--- src/rtl/lot_occupancy_counter_if.sv ---
// Sensor-event and occupancy-status bundle between the entry/exit sensor FSMs,
// the occupancy counter, and its consumers (display, entry gate controller).
interface lot_occupancy_counter_if #(
  parameter int CW = 4
);
  logic          car_in;
  logic          car_out;
  logic          clr_err;
  logic [CW-1:0] count;
  logic [CW-1:0] free;
  logic          full;
  logic          empty;
  logic          overflow_err;
  logic          underflow_err;

  // master drives sensor events and error clear; slave is the counter itself
  modport master (
    output car_in, car_out, clr_err,
    input  count, free, full, empty, overflow_err, underflow_err
  );

  modport slave (
    input  car_in, car_out, clr_err,
    output count, free, full, empty, overflow_err, underflow_err
  );
endinterface

--- src/rtl/lot_occupancy_counter.sv ---
// Parking-lot occupancy counter: rising-edge detects car_in/car_out, saturates at
// 0 and CAPACITY, and latches sticky overflow/underflow errors.
module lot_occupancy_counter #(
  parameter int CAPACITY = 8,
  parameter int CW       = 4
) (
  input  logic                    clk,
  input  logic                    reset,
  lot_occupancy_counter_if.slave  bus
);

  localparam logic [CW-1:0] CAP_C  = CW'(CAPACITY);
  localparam logic [CW-1:0] ZERO_C = {CW{1'b0}};
  localparam logic [CW-1:0] ONE_C  = CW'(1);

  logic          in_q_r;
  logic          out_q_r;
  logic [CW-1:0] count_r;
  logic [CW-1:0] free_r;
  logic          full_r;
  logic          empty_r;
  logic          ovf_r;
  logic          unf_r;

  logic          in_evt_s;
  logic          out_evt_s;
  logic          ovf_set_s;
  logic          unf_set_s;
  logic [CW-1:0] count_nxt_s;
  logic          ovf_nxt_s;
  logic          unf_nxt_s;

  // Next-count and error-set decode from detected sensor edges
  always_comb begin
    in_evt_s    = bus.car_in  & ~in_q_r;
    out_evt_s   = bus.car_out & ~out_q_r;
    count_nxt_s = count_r;
    ovf_set_s   = 1'b0;
    unf_set_s   = 1'b0;
    case ({in_evt_s, out_evt_s})
      2'b10: begin
        if (count_r == CAP_C) begin
          ovf_set_s = 1'b1;
        end else begin
          count_nxt_s = count_r + ONE_C;
        end
      end
      2'b01: begin
        if (count_r == ZERO_C) begin
          unf_set_s = 1'b1;
        end else begin
          count_nxt_s = count_r - ONE_C;
        end
      end
      // simultaneous entry and exit cancel; nothing pending holds
      default: begin
        count_nxt_s = count_r;
      end
    endcase
    // a fresh error on the clearing edge must survive the clear
    ovf_nxt_s = ovf_set_s | (ovf_r & ~bus.clr_err);
    unf_nxt_s = unf_set_s | (unf_r & ~bus.clr_err);
  end

  // State, edge history and derived status registers
  always_ff @(posedge clk) begin
    if (reset) begin
      in_q_r  <= 1'b1;
      out_q_r <= 1'b1;
      count_r <= ZERO_C;
      free_r  <= CAP_C;
      full_r  <= 1'b0;
      empty_r <= 1'b1;
      ovf_r   <= 1'b0;
      unf_r   <= 1'b0;
    end else begin
      in_q_r  <= bus.car_in;
      out_q_r <= bus.car_out;
      count_r <= count_nxt_s;
      free_r  <= CAP_C - count_nxt_s;
      full_r  <= (count_nxt_s == CAP_C);
      empty_r <= (count_nxt_s == ZERO_C);
      ovf_r   <= ovf_nxt_s;
      unf_r   <= unf_nxt_s;
    end
  end

  assign bus.count         = count_r;
  assign bus.free          = free_r;
  assign bus.full          = full_r;
  assign bus.empty         = empty_r;
  assign bus.overflow_err  = ovf_r;
  assign bus.underflow_err = unf_r;

endmodule

--- src/flat_wrapper.sv ---
// flat-port wrapper written by rule: the top's interface ports become plain ports
module lot_occupancy_counter_flat 
#(
  parameter int CAPACITY = 8,
  parameter int CW       = 4
)
  (clk, reset, bus_car_in, bus_car_out, bus_clr_err, bus_count, bus_free, bus_full, bus_empty, bus_overflow_err, bus_underflow_err);
  lot_occupancy_counter_if #(.CW(CW)) bus_i ();
  input  logic clk;
  input  logic reset;
  input wire logic [$bits(bus_i.car_in)-1:0] bus_car_in;
  input wire logic [$bits(bus_i.car_out)-1:0] bus_car_out;
  input wire logic [$bits(bus_i.clr_err)-1:0] bus_clr_err;
  output wire logic [$bits(bus_i.count)-1:0] bus_count;
  output wire logic [$bits(bus_i.free)-1:0] bus_free;
  output wire logic [$bits(bus_i.full)-1:0] bus_full;
  output wire logic [$bits(bus_i.empty)-1:0] bus_empty;
  output wire logic [$bits(bus_i.overflow_err)-1:0] bus_overflow_err;
  output wire logic [$bits(bus_i.underflow_err)-1:0] bus_underflow_err;
  assign bus_i.car_in = bus_car_in;
  assign bus_i.car_out = bus_car_out;
  assign bus_i.clr_err = bus_clr_err;
  assign bus_count = bus_i.count;
  assign bus_free = bus_i.free;
  assign bus_full = bus_i.full;
  assign bus_empty = bus_i.empty;
  assign bus_overflow_err = bus_i.overflow_err;
  assign bus_underflow_err = bus_i.underflow_err;
  lot_occupancy_counter #(.CAPACITY(CAPACITY), .CW(CW)) u_core (.clk(clk), .reset(reset), .bus(bus_i));
endmodule
--- config.mk ---
export PLATFORM = sky130hd
export DESIGN_NAME = lot_occupancy_counter_flat
export DESIGN_NICKNAME = d
export VERILOG_FILES = /design/src/rtl/lot_occupancy_counter_if.sv /design/src/rtl/lot_occupancy_counter.sv /design/src/flat_wrapper.sv
export SDC_FILE = /design/constraint.sdc
export NUM_CORES = 1
export LEC_CHECK = 0
export BUFFER_PORTS_ARGS = -buffer_cell sky130_fd_sc_hd__buf_2
export CAP_MARGIN = 20
export CORE_ASPECT_RATIO = 0.9
export CORE_MARGIN = 2
export CORE_UTILIZATION = 51
export CTS_BUF_LIST = sky130_fd_sc_hd__clkbuf_4 sky130_fd_sc_hd__clkbuf_8 sky130_fd_sc_hd__clkbuf_16
export CTS_CLUSTER_SIZE = 8
export DETAILED_ROUTE_END_ITERATION = 12
export PLACE_DENSITY = 0.76
export REMOVE_ABC_BUFFERS = 1
export SETUP_SLACK_MARGIN = 0.3
export SYNTH_ARGS = -nofsm -noshare
export SYNTH_HDL_FRONTEND = slang
export SYNTH_SLANG_ARGS = --single-unit
--- constraint.sdc ---
create_clock -name clk -period 2.6 [get_ports clk]
set_input_delay 0.78 -clock clk [delete_from_list [all_inputs] [get_ports clk]]
set_output_delay 0.78 -clock clk [all_outputs]
set_load 0.02 [all_outputs]
# ---- Word-level counts from Yosys, hierarchy flattened
# Cells that the tools add are included.
dict set report totals {
  register_bits 14
  latchBits 0
  mem_bits_rw 0
  rom_bits 0
  inputBits 5
  output_inout_bits 12
  wordCells 33
  mem_count 0
}
dict set report op_classes {
  addsub 3
  mul 0
  n_div 0
  magnitude_cmp 0
  n_eq_ne 4
  shifts 0
  muxes 7
  bitwise 9
  reduce_logical 2
}
# operator count
set op_table {}
lappend op_table {{4-bit == test, second input constant} 2}
lappend op_table {{4-bit zero test} 2}
lappend op_table {{4-bit two-way mux} 2}
lappend op_table {{4-bit one-hot mux with 2 select lines} 1}
lappend op_table {{4-bit by 1-bit adder with 4-bit output, second input constant} 1}
lappend op_table {{1-bit bitwise AND} 4}
lappend op_table {{1-bit two-way mux} 4}
lappend op_table {{4-bit by 1-bit subtractor with 4-bit output, second input constant} 1}
lappend op_table {{4-bit subtractor, first input constant} 1}
lappend op_table {{1-bit NOT} 3}
lappend op_table {{2-bit by 1-bit == test with 1-bit output, second input constant} 1}
lappend op_table {{2-bit == test, second input constant} 1}
lappend op_table {{1-bit OR} 2}

# ---- Longest topological paths before layout
dict set report logic_depth {
  ltp_word 5
  depth_mapped 10
}

# ---- Worst setup path before layout
# No wires, ideal clock.
dict set report synth_path {
  kind {input to register}
  start {input bus_car_out}
  end {register u_core.free_r[2] (netlist: u_core.bus.free[2])}
  setup_time_ns 0.127
  arrival_ns 2.258
  slack_ns 0.215
  cell_stages 9
  path_buffers 1
  cell_sequence {nor2b_1 > ha_1 > buf_2 > and4bb_1 > o21a_1 > a311oi_2 > ha_1 > xnor2_1 > nor2_1}
}
dict set report synth_via {
  elab_chain_len 4
  word_cells_on_any_way 5
}
# item line_no
set synth_rtl {}
lappend synth_rtl {{start: declaration} flat_wrapper.sv:12} ;# input wire logic [$bits(bus_i.car_out)-1:0] bus_car_out;
lappend synth_rtl {{1-bit bitwise AND (*)} lot_occupancy_counter.sv:36} ;# out_evt_s = bus.car_out & ~out_q_r;
lappend synth_rtl {{2-bit by 1-bit == test with 1-bit output / 2-bit == test (equally long branches)} lot_occupancy_counter.sv:40} ;# case ({in_evt_s, out_evt_s})
lappend synth_rtl {{4-bit one-hot mux with 2 select lines (*)} lot_occupancy_counter.sv:40}
lappend synth_rtl {{4-bit subtractor (*)} lot_occupancy_counter.sv:80} ;# free_r <= CAP_C - count_nxt_s;
lappend synth_rtl {{end signal: assignment} lot_occupancy_counter.sv:80}
lappend synth_rtl {{end: declaration} lot_occupancy_counter.sv:19} ;# logic [CW-1:0] free_r;
# Mark *: on every way between the ends. The rest lies on a longest branch, timed or not.
# A chain may end at the register's enable or synchronous reset.

# ---- Final worst setup path
# Ends and elaborated chain as after synthesis.

==> results.py <==
metrics = {
    "floorplanning": {
        "start_util": 0.538,
        "row_count": 13,
        "core_sq_mm": 0.00142,
        "dieWidth_um": 44.7,
        "dieArea_sq_mm": 0.00182,
        "die-height_um": 40.6,
        "io_pins": 17,
    },
    "worst_setup_path": {
        "cp.required_ns": 2.77,
        "r2r_cells": 8,
        "crit_start": "bus_car_out",
        "crit_arrival_ns": 2.39,
        "reg2reg_to": "u_core.bus.free[3]",
        "crit_fanout": 8,
        "end_kind": "register",
        "r2r_slack_ns": 0.53,
        "worstReg2RegStart": "u_core.bus.count[1]",
        "critPathKind": "primary input to register",
        "start_kind": "primary input",
    },
    "routing": {
        "wl_met2_um": 757,
        "num_vias": 670,
        "met3_length_um": 74,
        "drt_pass1_iterations": 4,
        "wl_met1_um": 764,
        "via_per_inst": 5.54,
        "routed.top_layer": "met4",
        "drtIter0Drc": 27,
        "wl_um": 1700,
        "drc": 0,
        "antenna_left": 0,
        "wl_per_cell_um": 14.0,
    },
    "global_route": {
        "grt.total_usage": 0.216,
        "grt_start_max_net_pins": 13,
        "grt_pass1_vias": 596,
        "grt_overflow": 0,
        "grt_pass1_wl_um": 2570,
        "antenna_found_initial": 0,
    },
    "logic_synthesis": {
        "netlist.top_cell.by_area": "dfxtp_1",
        "synthFlopType": "dfxtp_1",
        "synth-seq-area-share": 0.342,
        "synth_area_leaders": "dfxtp_1 34%, ha_1 8.2%, nor2_1 6.9%",
        "yosys_warnings": 0,
        "synthCells": 89,
        "ys_seq_elements": 13,
        "synth-edff-count": 0,
        "synth_top_area_share": 0.342,
        "yosys-top-cells-count": "14 x nor2_1, 13 x dfxtp_1, 9 x inv_1",
        "synth_area_sq_um": 761,
        "ys_async_sr_fraction": 0,
        "ys_types": 36,
        "synth.most_common_cell": "nor2_1",
        "syn_avg_cell_area_sq_um": 8.55,
    },
    "timing": {
        "slew_viol_final": 0,
        "worst_pin_slew_ns": 0.391,
        "fin_crit_ns": 2.22,
        "rsz0062_at_grt": "yes",
        "setup_viol": 0,
        "slew_headroom": 0.739,
        "fin_tns_setup_ns": 0,
        "fin_skew_ns": 0.00295,
        "hold_viol": 0,
        "fin_crit_sh": 0.854,
        "fmax_mhz": 451,
    },
    "finish": {
        "antenna_cells": 0,
        "nets": 117,
        "area_growth_pct": 20.1,
        "final_util": 0.645,
        "drive_gt1_frac": 0.340,
    },
    "hold_path": {
        "min_path_cells": 2,
        "hp-start": "u_core.bus.overflow_err",
        "min_path_type": "register to register",
        "worst_hold_path.endpoint": "u_core.bus.overflow_err",
    },
    "clock_network": {
        "cts_tree": "yes",
        "cts_root_buf": "clkbuf_4",
        "ctsHoldBuffers": 0,
        "cts.path.max_buffers": 2,
        "clock_latency_ns": 0.29,
        "cts_buffers": 3,
        "htreeDepth": 1,
        "clock-sinks": 13,
        "clk_pin_slew_ns": 0.08,
    },
    "pwr": {
        "total_power_w": 0.000424,
        "powerDensity_mw_per_mm2": 464,
        "p_leak_nw": 0.426,
        "max-vdd-ir-drop_mv": 0.364,
    },
    "placed_design": {
        "gp_congestion": 0.884,
        "place_hpwl_um": 1150,
        "io_buffers": 16,
    },
    "status": {
        "outcome": "complete, no violations",
    },
    "run": {
        "cap_violations": 0,
    },
}
-- worst max-delay path, cell delays in order --
cell and delay (ns):
buf_2 0.10, nor2b_2 0.16, inv_1 0.06, ha_2 0.27, nor2_1 0.09, a221oi_2 0.31
o22ai_2 0.16, ha_1 0.23, xnor2_1 0.16, nor2_1 0.08
-- routing by layer --
metal  track usage  vias to the layer above
li1              -                      337
met1         0.228                      299
met5             0                        -
met4         0.205                        0
met2         0.341                       23
met3        0.0793                       11
-- layout by cell type (no fill, tap or decap), drive strengths merged, types with 2 or more instances in the layout --
cell type	count
buf	20
nor2	14
dfxtp	13
inv	9
ha	5
nand2	4
clkbuf	4
nor2b	4
nor3	3
or2	3
o21a	2
a221oi	2
nand3	2
xnor2	2
and3	2
a21oi	2
-- worst max-delay path by stage --
stage,endpoint,slack [ns],cells past startpoint
final,u_core.bus.free[2],0.38,10
after global routing,u_core.bus.free[2],0.28,10
after CTS,u_core.bus.free[2],0.31,10
after floorplan,u_core.bus.free[2],0.24,8
after detailed placement,u_core.bus.free[2],0.007,9
after global placement,u_core.bus.free[2],0.07,9
-- repair_timing --
item,4_1_cts,5_1_grt
pin swaps,0,1
resized for setup,1,6
setup buffers,0,1
endpoints found under the setup margin,1,5
hold endpoints to repair,0,0
-- logic make-up (layout without fill, tap and decap cells) --
family / Yosys count / in the layout / share of synthesized area
flops: 13 / 13 / 0.342
xor+xnor: 2 / 2 / 0.0230
compound gates: 17 / 17 / 0.207
buf+inv: 16 / 33 / 0.100
simple gates: 36 / 36 / 0.245
fa+ha+maj: 5 / 5 / 0.0822
-- registers in the layout, summed over array words and instances, names as in the netlist --
name and flops:
u_core.bus.empty 1, u_core.in_q_r 1, u_core.bus.count 3, u_core.bus.underflow_err 1
u_core.out_q_r 1, u_core.bus.overflow_err 1, u_core.bus.full 1, u_core.bus.free 4
-- power breakdown --
part	internal, W	switching, W
logic	0.0000276	0.0000414
registers	0.000207	0.00000586
clock network	0.0000702	0.0000720
total	0.000305	0.000119
-- through the flow --
stage	worst slack, ns	area, sq um	instances	hold WS (ns)
2_1_floorplan	0.243	718	82	0.527
4_1_cts	0.306	872	120	0.464
3_3_place_gp	0.0728	840	116	0.444
6_report	0.381	913	121	0.457
5_1_grt	0.275	913	121	0.499
3_5_place_dp	0.00686	840	116	0.452
-- layout make-up --
type,instances,area (sq um)
fill,121,502
multi-input combinational,60,460
sequential,13,260
timing repair buffer,20,110
inverter,9,33.8
clock buffer,4,30.0
tap,15,18.8
No activity file was read; power rests on OpenSTA's default activity.
